## src/rtl/pp_pkg.sv

```systemverilog
// Shared constants for the ping-pong FIFO write/read schedulers.
package pp_pkg;

   typedef enum logic [1:0] {
      FILL1 = 2'd0,
      FILL2 = 2'd1,
      STALL = 2'd2
   } pp_state_t;

   localparam int PP_DATA_W  = 16;
   localparam int PP_DEPTH   = 16;
   localparam int PP_LEN_W   = 5;
   localparam int PP_TIMEOUT = 1000;
   localparam int PP_DROP_W  = 16;

   function automatic pp_state_t fill_state(input logic bank);
      return bank ? FILL2 : FILL1;
   endfunction

endpackage

```

## src/rtl/pp_bank_tracker.sv

```systemverilog
// Per-bank word count and sealed flag, with seal-on-full and release qualification.
module pp_bank_tracker
   import pp_pkg::*;
#(
   parameter int DEPTH = PP_DEPTH,
   parameter int LEN_W = PP_LEN_W
) (
   input  logic             clk,
   input  logic             rst,
   input  logic             en,
   input  logic             wr,
   input  logic             seal_req,
   input  logic             rel,
   output logic [LEN_W-1:0] len,
   output logic             sealed,
   output logic             seal_now,
   output logic             rel_ok
);

   logic full_hit;

   assign full_hit = wr && (len == LEN_W'(DEPTH - 1));
   assign seal_now = en && (full_hit || seal_req);
   // A release only counts for a sealed bank, and loses to a seal on the same edge.
   assign rel_ok   = en && rel && sealed && !seal_now;

   always_ff @(posedge clk) begin
      if (rst) begin
         len    <= '0;
         sealed <= 1'b0;
      end else if (en) begin
         if (rel_ok) begin
            len    <= '0;
            sealed <= 1'b0;
         end else begin
            if (wr)       len    <= len + 1'b1;
            if (seal_now) sealed <= 1'b1;
         end
      end
   end

endmodule

```

## src/rtl/pingpong_wr_sched.sv

```systemverilog
// Write-side scheduler for the two-bank ping-pong FIFO pair; bank_release is the reader's drain pulse.
// Optional idle-timeout flush of a partial bank is built when PP_TIMEOUT_FLUSH_EN is defined.
module pingpong_wr_sched
   import pp_pkg::*;
#(
   parameter int DATA_W  = PP_DATA_W,
   parameter int DEPTH   = PP_DEPTH,
   parameter int LEN_W   = PP_LEN_W,
   parameter int TIMEOUT = PP_TIMEOUT,
   parameter int DROP_W  = PP_DROP_W
) (
   input  logic              sysclk,
   input  logic              rst,
   input  logic              locked,
   input  logic [DATA_W-1:0] data_in,
   input  logic              fill_data,
   input  logic [1:0]        fifo_full,
   input  logic [1:0]        bank_release,
   output logic [DATA_W-1:0] din,
   output logic              wr_en1,
   output logic              wr_en2,
   output logic [1:0]        sealed,
   output logic [LEN_W-1:0]  len1,
   output logic [LEN_W-1:0]  len2,
   output logic [DROP_W-1:0] drop_cnt,
   output logic              stall
);

   if (DEPTH < 2 || (2 ** LEN_W) <= DEPTH || TIMEOUT < 1) begin : g_bad_cfg
      $error("pingpong_wr_sched: inconsistent DEPTH/LEN_W/TIMEOUT");
   end

   pp_state_t               state;
   logic                    act, in_fill, act_full;
   logic                    accept, guard, drop, tmo_seal;
   logic [1:0]              seal_req, seal_now, rel_ok;
   logic [1:0][LEN_W-1:0]   len;
   logic                    pend_vld, pend_bank;
   logic [DATA_W-1:0]       pend_data;

   assign in_fill  = (state != STALL);
   assign act      = (state == FILL2);
   assign act_full = fifo_full[act];
   assign accept   = locked && in_fill && fill_data && !act_full;
   assign guard    = in_fill && fill_data && act_full;
   assign drop     = locked && fill_data && (!in_fill || act_full);
   assign seal_req = {2{in_fill && (guard || tmo_seal)}} & {act, !act};
   assign len1     = len[0];
   assign len2     = len[1];

   for (genvar b = 0; b < 2; b++) begin : g_bank
      pp_bank_tracker #(.DEPTH(DEPTH), .LEN_W(LEN_W)) u_trk (
         .clk      (sysclk),
         .rst      (rst),
         .en       (locked),
         .wr       (accept && (act == 1'(b))),
         .seal_req (seal_req[b]),
         .rel      (bank_release[b]),
         .len      (len[b]),
         .sealed   (sealed[b]),
         .seal_now (seal_now[b]),
         .rel_ok   (rel_ok[b])
      );
   end

`ifdef PP_TIMEOUT_FLUSH_EN
   localparam int TMR_W = $clog2(TIMEOUT + 1);
   logic [TMR_W-1:0] idle_tmr, tmr_inc;
   logic [LEN_W-1:0] act_len;

   assign act_len  = len[act];
   assign tmr_inc  = idle_tmr + 1'b1;
   // A strobe in the expiry cycle wins; the guard path still seals on its own.
   assign tmo_seal = in_fill && (act_len != '0) && !fill_data && (tmr_inc == TMR_W'(TIMEOUT));

   always_ff @(posedge sysclk) begin
      if (rst)
         idle_tmr <= '0;
      else if (locked) begin
         if (accept || (seal_now != 2'b00) || !in_fill || (act_len == '0))
            idle_tmr <= '0;
         else
            idle_tmr <= tmr_inc;
      end
   end
`else
   assign tmo_seal = 1'b0;
`endif

   // Accepted sample waits one stage in pend_* before reaching the FIFO ports.
   always_ff @(posedge sysclk) begin
      if (rst) begin
         state     <= FILL1;
         stall     <= 1'b0;
         drop_cnt  <= '0;
         pend_vld  <= 1'b0;
         pend_bank <= 1'b0;
         pend_data <= '0;
         wr_en1    <= 1'b0;
         wr_en2    <= 1'b0;
         din       <= '0;
      end else if (!locked) begin
         wr_en1 <= 1'b0;
         wr_en2 <= 1'b0;
      end else begin
         case (state)
            FILL1, FILL2: begin
               if (seal_now[act]) begin
                  if (!sealed[!act] || rel_ok[!act]) begin
                     state <= fill_state(!act);
                     stall <= 1'b0;
                  end else begin
                     state <= STALL;
                     stall <= 1'b1;
                  end
               end
            end
            default: begin
               if (rel_ok[0]) begin
                  state <= FILL1;
                  stall <= 1'b0;
               end else if (rel_ok[1]) begin
                  state <= FILL2;
                  stall <= 1'b0;
               end
            end
         endcase
         if (drop && (drop_cnt != '1)) drop_cnt <= drop_cnt + 1'b1;
         pend_vld <= accept;
         if (accept) begin
            pend_bank <= act;
            pend_data <= data_in;
         end
         wr_en1 <= pend_vld && !pend_bank;
         wr_en2 <= pend_vld && pend_bank;
         if (pend_vld) din <= pend_data;
      end
   end

endmodule

```

## config.mk

```make
export PLATFORM = sky130hd
export DESIGN_NAME = pingpong_wr_sched
export DESIGN_NICKNAME = d
export VERILOG_FILES = /design/src/rtl/pp_pkg.sv /design/src/rtl/pp_bank_tracker.sv /design/src/rtl/pingpong_wr_sched.sv
export SDC_FILE = /design/constraint.sdc
export NUM_CORES = 1
export LEC_CHECK = 0
export ABC_AREA = 1
export BUFFER_PORTS_ARGS = -buffer_cell sky130_fd_sc_hd__buf_2
export CORE_ASPECT_RATIO = 1.75
export CORE_MARGIN = 3
export CORE_UTILIZATION = 50
export DETAILED_ROUTE_END_ITERATION = 10
export HOLD_SLACK_MARGIN = 0.12
export PLACE_DENSITY = 0.75
export REMOVE_ABC_BUFFERS = 1
export SLEW_MARGIN = 30
export SYNTH_ARGS = -nofsm -noshare
export SYNTH_HDL_FRONTEND = slang
export SYNTH_HIERARCHICAL = 1
export SYNTH_SLANG_ARGS = --single-unit
```

## constraint.sdc

```tcl
create_clock -name sysclk -period 3.7 [get_ports sysclk]
set_input_delay 0.555 -clock sysclk [delete_from_list [all_inputs] [get_ports sysclk]]
set_output_delay 0.555 -clock sysclk [all_outputs]
set_load 0.05 [all_outputs]
```

# Word level (Yosys, flattened, before mapping)
# Cells that the tools add are included.
[totals] regBits=67 latch_bits=0 mem_bits_rw=0 mem_bits_ro=0 input_bits=24 mem_count=0
[op_classes] addsub=3 mul=0 n_div=0 order_cmp=2 n_eq_ne=6 n_shift=0 muxes=27 n_bitwise=3 n_reduce_logical=50
[op_table] operator="1-bit logical AND" count=23
[op_table] operator="5-bit 2-to-1 mux" count=4
[op_table] operator="1-bit 2-to-1 mux" count=18
[op_table] operator="16-bit by 1-bit adder with 16-bit output, second input constant" count=1
[op_table] operator="16-bit inequality test, second input constant" count=1
[op_table] operator="2-bit AND reduction" count=7
[op_table] operator="5-bit by 1-bit adder with 5-bit output, second input constant" count=2
[op_table] operator="5-bit by 4-bit equality test with 1-bit output, second input constant" count=2
[op_table] operator="2-bit 2-to-1 mux" count=5
[op_table] operator="2-bit nonzero test" count=4
[op_table] operator="1-bit zero test" count=7
[op_table] operator="1-bit logical OR" count=4
[op_table] operator="1-bit by 2-bit less-than comparator with 1-bit output, second input constant" count=2
[op_table] operator="2-bit inequality test, second input constant" count=2
[op_table] operator="2-bit OR reduction" count=2
[op_table] operator="3-bit AND reduction" count=1
[op_table] operator="3-bit nonzero test" count=1
[op_table] operator="2-bit AND" count=1
[op_table] operator="2-bit by 1-bit equality test with 1-bit output, second input constant" count=1
[op_table] operator="2-bit zero test" count=1
[op_table] operator="1-bit inverter" count=2

# Logic depth before layout (Yosys ltp)
# Gate-level depths: netlist of run 1.
[depth] word_depth=17 mapped_depth=20 ltp_nobuf=19

# Hierarchy
# The synthesis of run 1 kept the hierarchy.
[by_module_without_submodules] module="pingpong_wr_sched" n_inst=1 cells_per_inst=318 area_per_inst_um2=2336.0
[by_module_without_submodules] module="pp_bank_tracker" n_inst=2 cells_per_inst=49 area_per_inst_um2=344.1

# Worst setup path after synthesis of run 1
# OpenSTA, ideal clock, no wires.
[synth_path] kind="flip-flop to flip-flop" startpoint="reg stall (netlist name)" endpoint="reg stall" setup_ns=0.065 t_arrival_ns=2.374 required_time_ns=3.635 setup_slack_ns=1.260 stages_incl_launch_ff=20 period_less_slack_ns=2.440 path_cell_list="dfxtp_1 > inv_2 > nand3_1 > nand3_2 > nor2_4 > inv_2 > buf_2 > nor2_1 > nand2_1 > nand2_2 > inv_2 > nand2_4 > inv_1 > inv_1 > nand2_1 > nor2_1 > a31oi_1 > nand2_1 > o21ai_0 > nor2_1"
[synth_lines] item="end signal: assignment" line_no="pingpong_wr_sched.sv:94" text="stall <= 1'b0;"
[synth_lines] item="end signal: assignment" line_no="pingpong_wr_sched.sv:111" text="stall <= 1'b0;"
[synth_lines] item="end signal: assignment" line_no="pingpong_wr_sched.sv:114" text="stall <= 1'b1;"
[synth_lines] item="end: declaration" line_no="pingpong_wr_sched.sv:26" text="output logic stall"

==> results of run 1 <==
final timing paths:
check                 end  slack [ns]  cells past startpoint
max                 stall        1.05                     17
min          pend_data[0]        0.44                      3
max reg2reg         stall        1.05                     17
min reg2reg      pend_vld        0.47                      2
flip-flops by register name (all words and copies together) (netlist names), 2 cells and up:
register,count
din,16
pend_data,16
drop_cnt,16
g_bank.u_trk/len,10
g_bank.u_trk/sealed,2
area by class of cell:
| type | count | area share (%) |
|---|---|---|
| clock inverters | 3 | 1.804 |
| well taps | 76 | 2.636 |
| repair buffers | 70 | 9.712 |
| inverters | 40 | 4.162 |
| multi-input cells | 299 | 41.14 |
| flip-flops and latches | 66 | 36.63 |
| clock buffers | 11 | 3.920 |
kinds of logic after synthesis:
| family | share of synthesized area, % |
|---|---|
| AOI/OAI and AO/OA | 12.62 |
| buffers and inverters | 7.240 |
| xor gates and xnor gates | 1.448 |
| DFF | 43.69 |
| and+or+nand+nor | 32.93 |
| adders and majority gates | 2.069 |
where the power goes:
part	switching, W	leakage [nW]	internal (W)	total [W]
Clock	0.000256	0.105	0.000389	0.000645
Sequential	0.0000219	0.535	0.000746	0.000768
Combinational	0.000164	1.11	0.0000628	0.000227
metal layers:
metal	vias up	global-route usage (%)	part of all wire (%)
met5	-	0	0
met4	0	10.44	2.3
met3	16	5.773	5.9
met2	72	36.34	52
met1	1281	20.35	39
li1	1460	-	-
per-stage QoR:
stage,area [sq um],hold slack (ns)
3_5_place_dp,3401,0.4535
5_1_grt,3607,0.4379
2_1_floorplan,2955,0.4152
6_report,3607,0.4374
3_3_place_gp,3401,0.4543
4_1_cts,3607,0.4253
synth_stat cells:
cell type  number  area share, %
buf_4           1           0.25
o21ai_0        40            6.6
inv_1          36            4.5
nand3b_1        1           0.25
nand2_2        10            2.1
a21oi_2         5            1.4
nand3_1        21            3.5
nand3_2         5            1.7
xnor2_1         2           0.58
nor3_1          2           0.33
nor2_1        102             13
nand2_4         4            1.5
nand4_1         1           0.21
nand2_1        64            7.9
clkbuf_1        4           0.50
o21ai_1         3           0.50
nor2_8          2            1.3
or2_1           2           0.41
xor2_1          3           0.87
a31oi_1         2           0.41
nor2_4          3            1.1
ha_1            5            2.1
dfxtp_1        66             44
a21oi_1        22            3.6
inv_2           4           0.50
buf_2           4           0.66
buf_8           1           0.50
buf_6           1           0.37
critical path: stages (launching register included):
cell and delay [ns]:
dfxtp_1 0.39, inv_2 0.08, nand3_1 0.11, nand3_2 0.16, nor2_4 0.31, inv_2 0.22
nor2_1 0.24, nand2_1 0.10, nand2_2 0.10, inv_2 0.05, nand2_4 0.07, inv_1 0.06
nor2_1 0.17, nand2_1 0.07, o21ai_0 0.08, nor2_1 0.09, o21ai_0 0.15, nor2_1 0.05
==> flow_metrics.env, run 1 <==
export IMPL_status="finished, final reports clean"
export IMPL_min_from="data_in[0]"
export IMPL_grt_pass1_wl_microns=11030
export IMPL_place_gp_congestion=0.9215
export IMPL_syn2layout_area_growth_pct=19.28
export IMPL_cts_resized=0
export IMPL_wl_per_cell_microns=11.54
export IMPL_required_ns=3.92
export IMPL_num_vias=2829
export IMPL_seq_area_frac_synth_pct=43.69
export IMPL_fin_util_pct=63.06
export IMPL_p_leak_nw=1.749
export IMPL_grt_max_degree=49
export IMPL_critical_path_peak_fanout=19
export IMPL_path_clk_slew_ns=0.07
export IMPL_hold_buffers=0
export IMPL_antenna_left=0
export IMPL_finalPower_w=0.001640
export IMPL_dp_cells=551
export IMPL_synth_area_sq_um=3024
export IMPL_antenna_cells=0
export IMPL_cap_violations=0
export IMPL_avgSynthCellArea_sq_um=7.270
export IMPL_cts_buffers=9
export IMPL_endpoint_kind="flop"
export IMPL_rsz0062_at_grt="false"
export IMPL_antenna_found_initial=0
export IMPL_fp_row_count=36
export IMPL_drive_above_1_share_pct=23.93
export IMPL_peakVddDrop_mv=0.2508
export IMPL_final_cells=565
export IMPL_tns_ns=0
export IMPL_grt_pass1_vias=2619
export IMPL_fin_ws_ns=1.050
export IMPL_grtUsageTotal_pct=20.03
export IMPL_rr_startpoint="stall"
export IMPL_ys_warn_count=6
export IMPL_drt_iter0_drc=184
export IMPL_cp_startpoint="stall"
export IMPL_clock_skew_final_ns=0.005615
export IMPL_synth_cells=416
export IMPL_layout_common_cells="nor2_1 (102), buf_2 (70), dfxtp_1 (66)"
export IMPL_max_slew_margin_pct=57.78
export IMPL_setup_viol=0
export IMPL_core_area_sq_um=5720
export IMPL_io_buffers=70
export IMPL_gr_total_overflow=0
export IMPL_synth_distinct_cells=28
export IMPL_postCtsSetupBuffers=0
export IMPL_drc_errors=0
export IMPL_hold_class="primary input to flop"
export IMPL_dieArea_sq_um=7054
export IMPL_ios=71
export IMPL_routed_wl_microns=6519
export IMPL_ys_ff_latch=66
export IMPL_nFillCells=553
export IMPL_power_per_cell_area_nw_per_um2=454.7
export IMPL_dp_hpwl_microns=4770
export IMPL_routed_via_density=5.007
export IMPL_root_buffer="clkbuf_8"
export IMPL_final_common_cell="nor2_1"
export IMPL_nNetsFinal=515
export IMPL_dp_slack_ns=0.8915
export IMPL_die_h_microns=108.9
export IMPL_worstMarginPinSlew_ns=0.6324
export IMPL_worstSkewPairLatency_ns=0.34
export IMPL_slew_viol_final=0
export IMPL_crit_arrival_ns=2.87
export IMPL_hold_viol=0
export IMPL_period_share_pct=71.62
export IMPL_drt_pass1_iterations=4
export IMPL_multi_input_area_sq_um=1484
export IMPL_clock_path_buffers=2
export IMPL_cts_tree="built"
export IMPL_initial_core_util_pct=52.87
export IMPL_die_w_microns=64.79
export IMPL_htreeDepth=3
export IMPL_regArea_sq_um=1321
export IMPL_fmax_ghz=0.3774
export IMPL_post_route_min_period_ns=2.650
export IMPL_crit_path_start_kind="flop"
export IMPL_clock_sinks=66
export IMPL_crit_type="flop to flop"
(Power assumes the default switching activity.)
==> run 2, diff against run 1 <==
--- a/config.mk
+++ b/config.mk
@@ -9,7 +9,7 @@
 export BUFFER_PORTS_ARGS = -buffer_cell sky130_fd_sc_hd__buf_2
 export CORE_ASPECT_RATIO = 1.75
 export CORE_MARGIN = 3
-export CORE_UTILIZATION = 50
+export CORE_UTILIZATION = 48
 export DETAILED_ROUTE_END_ITERATION = 10
 export HOLD_SLACK_MARGIN = 0.12
 export PLACE_DENSITY = 0.75
==> constraint.sdc (replaced) <==
create_clock -name sysclk -period 2.1 [get_ports sysclk]
set_input_delay 0.315 -clock sysclk [delete_from_list [all_inputs] [get_ports sysclk]]
set_output_delay 0.315 -clock sysclk [all_outputs]
set_load 0.05 [all_outputs]
==> flow_metrics.env, run 2 (synthesis gave the netlist of run 1 again) <==
export IMPL_cap_violations=0
export IMPL_slew_viol_final=0
export IMPL_drt_iter0_drc=128
export IMPL_setup_viol=0
export IMPL_grt_pass1_vias=2727
export IMPL_worstSkewPairLatency_ns=0.35
export IMPL_gr_total_overflow=0
export IMPL_fin_ws_ns=0.08858
export IMPL_core_area_sq_um=5972
export IMPL_routed_via_density=4.907
export IMPL_multi_input_area_sq_um=1536
export IMPL_max_slew_margin_pct=67.64
export IMPL_period_share_pct=95.78
export IMPL_clock_skew_final_ns=0.005701
export IMPL_cts_buffers=9
export IMPL_fmax_ghz=0.4972
export IMPL_path_clk_slew_ns=0.08
export IMPL_grtUsageTotal_pct=19.64
export IMPL_crit_path_start_kind="flop"
export IMPL_clock_path_buffers=2
export IMPL_antenna_left=0
export IMPL_nFillCells=584
export IMPL_layout_common_cells="nor2_1 (97), buf_2 (70), dfxtp_1 (64)"
export IMPL_regArea_sq_um=1329
export IMPL_peakVddDrop_mv=0.5453
export IMPL_post_route_min_period_ns=2.011
export IMPL_power_per_cell_area_nw_per_um2=736.1
export IMPL_cts_tree="built"
export IMPL_wl_per_cell_microns=11.77
export IMPL_place_gp_congestion=0.8985
export IMPL_die_w_microns=66
export IMPL_num_vias=2861
export IMPL_antenna_cells=0
export IMPL_routed_wl_microns=6861
export IMPL_fp_row_count=37
export IMPL_htreeDepth=3
export IMPL_die_h_microns=111
export IMPL_endpoint_kind="flop"
export IMPL_p_leak_nw=1.793
export IMPL_drt_pass1_iterations=4
export IMPL_clock_sinks=66
export IMPL_status="finished, final reports clean"
export IMPL_reg_largest_list="din x16, drop_cnt x16, pend_data x16"
export IMPL_dieArea_sq_um=7326
export IMPL_crit_arrival_ns=2.24
export IMPL_hold_depth=3
export IMPL_dp_slack_ns=0.04624
export IMPL_grt_max_degree=49
export IMPL_antenna_found_initial=0
export IMPL_root_buffer="clkbuf_8"
export IMPL_io_buffers=70
export IMPL_dp_hpwl_microns=4775
export IMPL_syn2layout_area_growth_pct=23.87
export IMPL_drc_errors=0
export IMPL_drive_above_1_share_pct=28.71
export IMPL_nNetsFinal=529
export IMPL_grt_pass1_wl_microns=11440
export IMPL_initial_core_util_pct=50.64
export IMPL_final_common_cell="nor2_1"
export IMPL_ios=71
export IMPL_hold_class="primary input to flop"
export IMPL_required_ns=2.33
export IMPL_tns_ns=0
export IMPL_hold_viol=0
export IMPL_critical_path_peak_fanout=4
export IMPL_crit_type="flop to flop"
export IMPL_worstMarginPinSlew_ns=0.4848
export IMPL_reg2reg_depth=18
-- run 2: changes by cell type in the layout (fill, tap and decap cells not counted), moves of 3 or more --
cell        before  now
nor2_1         102   97
o21ai_1          3    6
buf_4            0   14
nor2_2           0    3
o21ai_0         40   37
clkinvlp_4       0    3
-- run 2: per-stage QoR --
step                      instances  util (%)  total power [W]  cell area (sq um)  hold WS (ns)
final                           583     62.73         0.002757               3746        0.1810
after floorplan                 405         -         0.001670               2955        0.3774
after CTS                       576     60.72         0.002723               3626        0.1722
after detailed placement        560     57.87         0.001802               3456        0.4447
after global placement          560     57.87         0.001788               3456        0.4473
after global routing            583     62.73         0.002898               3746        0.2035
-- run 2: metal layers --
metal,GRT usage (%),routed length [microns]
met4,9.905,177
met2,34.52,3616
met3,4.767,330
met1,21.01,2737
met5,0,0
-- run 2: worst max-delay path: stages (launching register included) --
cell	delay (ns)
dfxtp_4	0.37
inv_4	0.07
nand2_4	0.07
nand2_4	0.08
nand3_4	0.08
nor2_4	0.15
clkinv_4	0.09
nor2_4	0.12
nand2_2	0.06
nand2_2	0.08
inv_2	0.05
nand2_4	0.05
inv_1	0.06
nor2_2	0.12
nand2_1	0.09
o21ai_1	0.10
nor2_2	0.07
o21ai_1	0.13
nor2_1	0.05
-- run 2: worst paths after layout --
path	start	endpoint	slack (ns)
hold / removal	data_in[15]	pend_data[15]	0.18
setup reg to reg	stall	stall	0.09
setup / recovery	stall	stall	0.09
hold reg to reg	pend_bank	wr_en2	0.46
-- run 2: final cells by class --
class,count,area share [%]
sequential,66,35.47
inverter,40,4.208
multi-input combinational,299,41.02
tap,78,2.605
clock inverter,7,1.236
timing repair buffer,84,12.16
clock buffer,9,3.307
-- run 2: power breakdown --
group | total [W] | internal [W] | leakage [nW] | switching (W)
registers | 0.00136 | 0.00132 | 0.537 | 0.0000435
clock network | 0.000915 | 0.000422 | 0.0810 | 0.000493
logic | 0.000481 | 0.000158 | 1.18 | 0.000323
total | 0.00276 | 0.00190 | 1.79 | 0.000860
-- run 2: what timing repair did --
item | in CTS | in global routing
hold buffers | 0 | 0
gates resized for setup | 0 | 25
setup buffers | 0 | 7
endpoints found under the setup margin | 0 | 2
==> run 3, diff against run 2 <==
--- a/config.mk
+++ b/config.mk
@@ -13,7 +13,6 @@
 export DETAILED_ROUTE_END_ITERATION = 10
 export HOLD_SLACK_MARGIN = 0.12
 export PLACE_DENSITY = 0.75
-export REMOVE_ABC_BUFFERS = 1
 export SLEW_MARGIN = 30
 export SYNTH_ARGS = -nofsm -noshare
 export SYNTH_HDL_FRONTEND = slang
==> flow_metrics.env, run 3 (synthesis gave the netlist of run 1 again) <==
export IMPL_peakVddDrop_mv=0.6395
export IMPL_use_met2_pct=34.05
export IMPL_critical_path_peak_fanout=5
export IMPL_path_clk_slew_ns=0.07
export IMPL_antenna_cells=0
export IMPL_fp_row_count=37
export IMPL_finalPower_w=0.003152
export IMPL_post_route_min_period_ns=1.968
export IMPL_period_share_pct=93.69
export IMPL_layout_common_cells="nor2_1 (99), buf_2 (70), nand2_1 (63), dfxtp_1 (63), o21ai_0 (38)"
export IMPL_max_slew_margin_pct=63.62
export IMPL_p_leak_nw=1.821
export IMPL_reg2reg_depth=18
export IMPL_core_area_sq_um=5972
export IMPL_initial_core_util_pct=50.64
export IMPL_multi_input_area_sq_um=1519
export IMPL_grt_pass1_wl_microns=11310
export IMPL_finalInstanceArea_sq_um=3784
export IMPL_grt_max_degree=34
export IMPL_cts_tree="built"
export IMPL_clock_path_buffers=2
export IMPL_min_from="data_in[9]"
export IMPL_final_common_cell="nor2_1"
export IMPL_gr_total_overflow=0
export IMPL_use_met3_pct=3.854
export IMPL_root_buffer="clkbuf_8"
export IMPL_clock_skew_final_ns=0.009593
export IMPL_synth_fp_nets=445
export IMPL_die_h_microns=111
export IMPL_hold_depth=3
export IMPL_drive_above_1_share_pct=27.40
export IMPL_status="finished, final reports clean"
export IMPL_hold_viol=0
export IMPL_regArea_sq_um=1328
export IMPL_setup_viol=0
export IMPL_slew_viol_final=0
export IMPL_die_w_microns=66
export IMPL_ios=71
export IMPL_syn2layout_area_growth_pct=25.11
export IMPL_nNetsFinal=524
export IMPL_routed_wl_microns=6716
export IMPL_met1_usage_pct=21.63
export IMPL_hold_buffers=0
export IMPL_grt_pass1_vias=2639
export IMPL_cts_buffers=9
export IMPL_fmax_ghz=0.5083
export IMPL_fin_util_pct=63.36
export IMPL_cp_startpoint="stall"
export IMPL_endpoint_kind="flop"
export IMPL_power_per_cell_area_nw_per_um2=833.0
export IMPL_drt_iter0_drc=185
export IMPL_nFillCells=552
export IMPL_htreeDepth=3
export IMPL_crit_buf_inv=4
export IMPL_worstSkewPairLatency_ns=0.35
export IMPL_fin_ws_ns=0.1325
export IMPL_slowest_stage="dfxtp_4"
export IMPL_wl_per_cell_microns=11.62
export IMPL_cap_violations=0
export IMPL_drc_errors=0
export IMPL_antenna_found_initial=0
export IMPL_routed_via_density=4.896
export IMPL_crit_type="flop to flop"
export IMPL_place_area_sq_um=3483
export IMPL_crit_path_start_kind="flop"
export IMPL_path_cells="inv_6 -> nand2_4 -> nand2_2 -> nand3_4 -> nor2_4 -> inv_4 -> nor2_2 -> nand2_1 -> nand2_2 -> inv_2 -> nand2_4 -> inv_2 -> nor2_4 -> nand2_1 -> o21ai_0 -> nor2_1 -> o21ai_1 -> nor2_1"
export IMPL_place_gp_congestion=0.7906
export IMPL_grtUsageTotal_pct=19.55
export IMPL_reg_largest_list="din x16, drop_cnt x16, pend_data x16"
export IMPL_dp_slack_ns=0.02864
export IMPL_cp_depth=18
export IMPL_required_ns=2.33
export IMPL_drt_pass1_iterations=6
export IMPL_dp_hpwl_microns=4717
export IMPL_worstMarginPinSlew_ns=0.5452
export IMPL_grt_busiest_layer="met2"
export IMPL_dieArea_sq_um=7326
export IMPL_hold_class="primary input to flop"
export IMPL_clock_sinks=66
export IMPL_crit_arrival_ns=2.19
export IMPL_num_vias=2830
export IMPL_antenna_left=0
export IMPL_slowest_delay_ns=0.36
export IMPL_critPathTopFamily="simple AND/OR/NAND/NOR gates"
export IMPL_rr_startpoint="stall"
export IMPL_io_buffers=70
run 3: cell types whose count changed in the layout (fill, tap and decap cells not counted), sizes merged:
cell	previous run	this run
buf	84	79
bufinv	0	3
clkbuf	9	12
clkinvlp	3	0
clkinv	5	0
inv	39	41
run 3: final cells by class:
class                      count  area share (%)
multi-input combinational    299           40.15
sequential                    66           35.09
timing repair buffer          79           11.38
inverter                      40           4.167
clock buffer                  12           4.101
tap                           78           2.579
clock inverter                 4           2.546
run 3: worst register-to-register path: cells and delay by family, from the launching register on:
family | cells | cell delay [ns]
flops | 1 | 0.36
buf+inv | 4 | 0.24
compound gates | 2 | 0.22
simple gates | 12 | 1.03
run 3: through the flow:
step,hold WS (ns),setup TNS [ns],std cells
final,0.1887,0,578
after global routing,0.1879,-0.02924,578
after CTS,0.1725,0,575
after detailed placement,0.4432,0,559
after global placement,0.4469,0,559
after floorplan,0.3774,0,416
run 3: timing repair:
| item | CTS | global route |
|---|---|---|
| resized for setup | 0 | 11 |
| setup buffers | 0 | 3 |
| endpoints found under the setup margin | 0 | 2 |
run 3: routing by layer:
| metal | up-vias | routed length, microns |
|---|---|---|
| li1 | 1484 | - |
| met1 | 1273 | 2749 |
| met2 | 61 | 3526 |
| met3 | 12 | 311 |
| met4 | 0 | 129 |
| met5 | - | 0 |
run 3: worst paths after layout:
check	slack, ns	endpoint
max	0.13	stall
min	0.19	pend_data[9]
max reg2reg	0.13	stall
min reg2reg	0.45	wr_en2
run 3: report_power, final:
part | internal [W] | leakage, nW | total (W) | switching [W]
logic | 0.000150 | 1.16 | 0.000460 | 0.000310
registers | 0.00132 | 0.537 | 0.00136 | 0.0000421
clock network | 0.000855 | 0.127 | 0.00133 | 0.000478
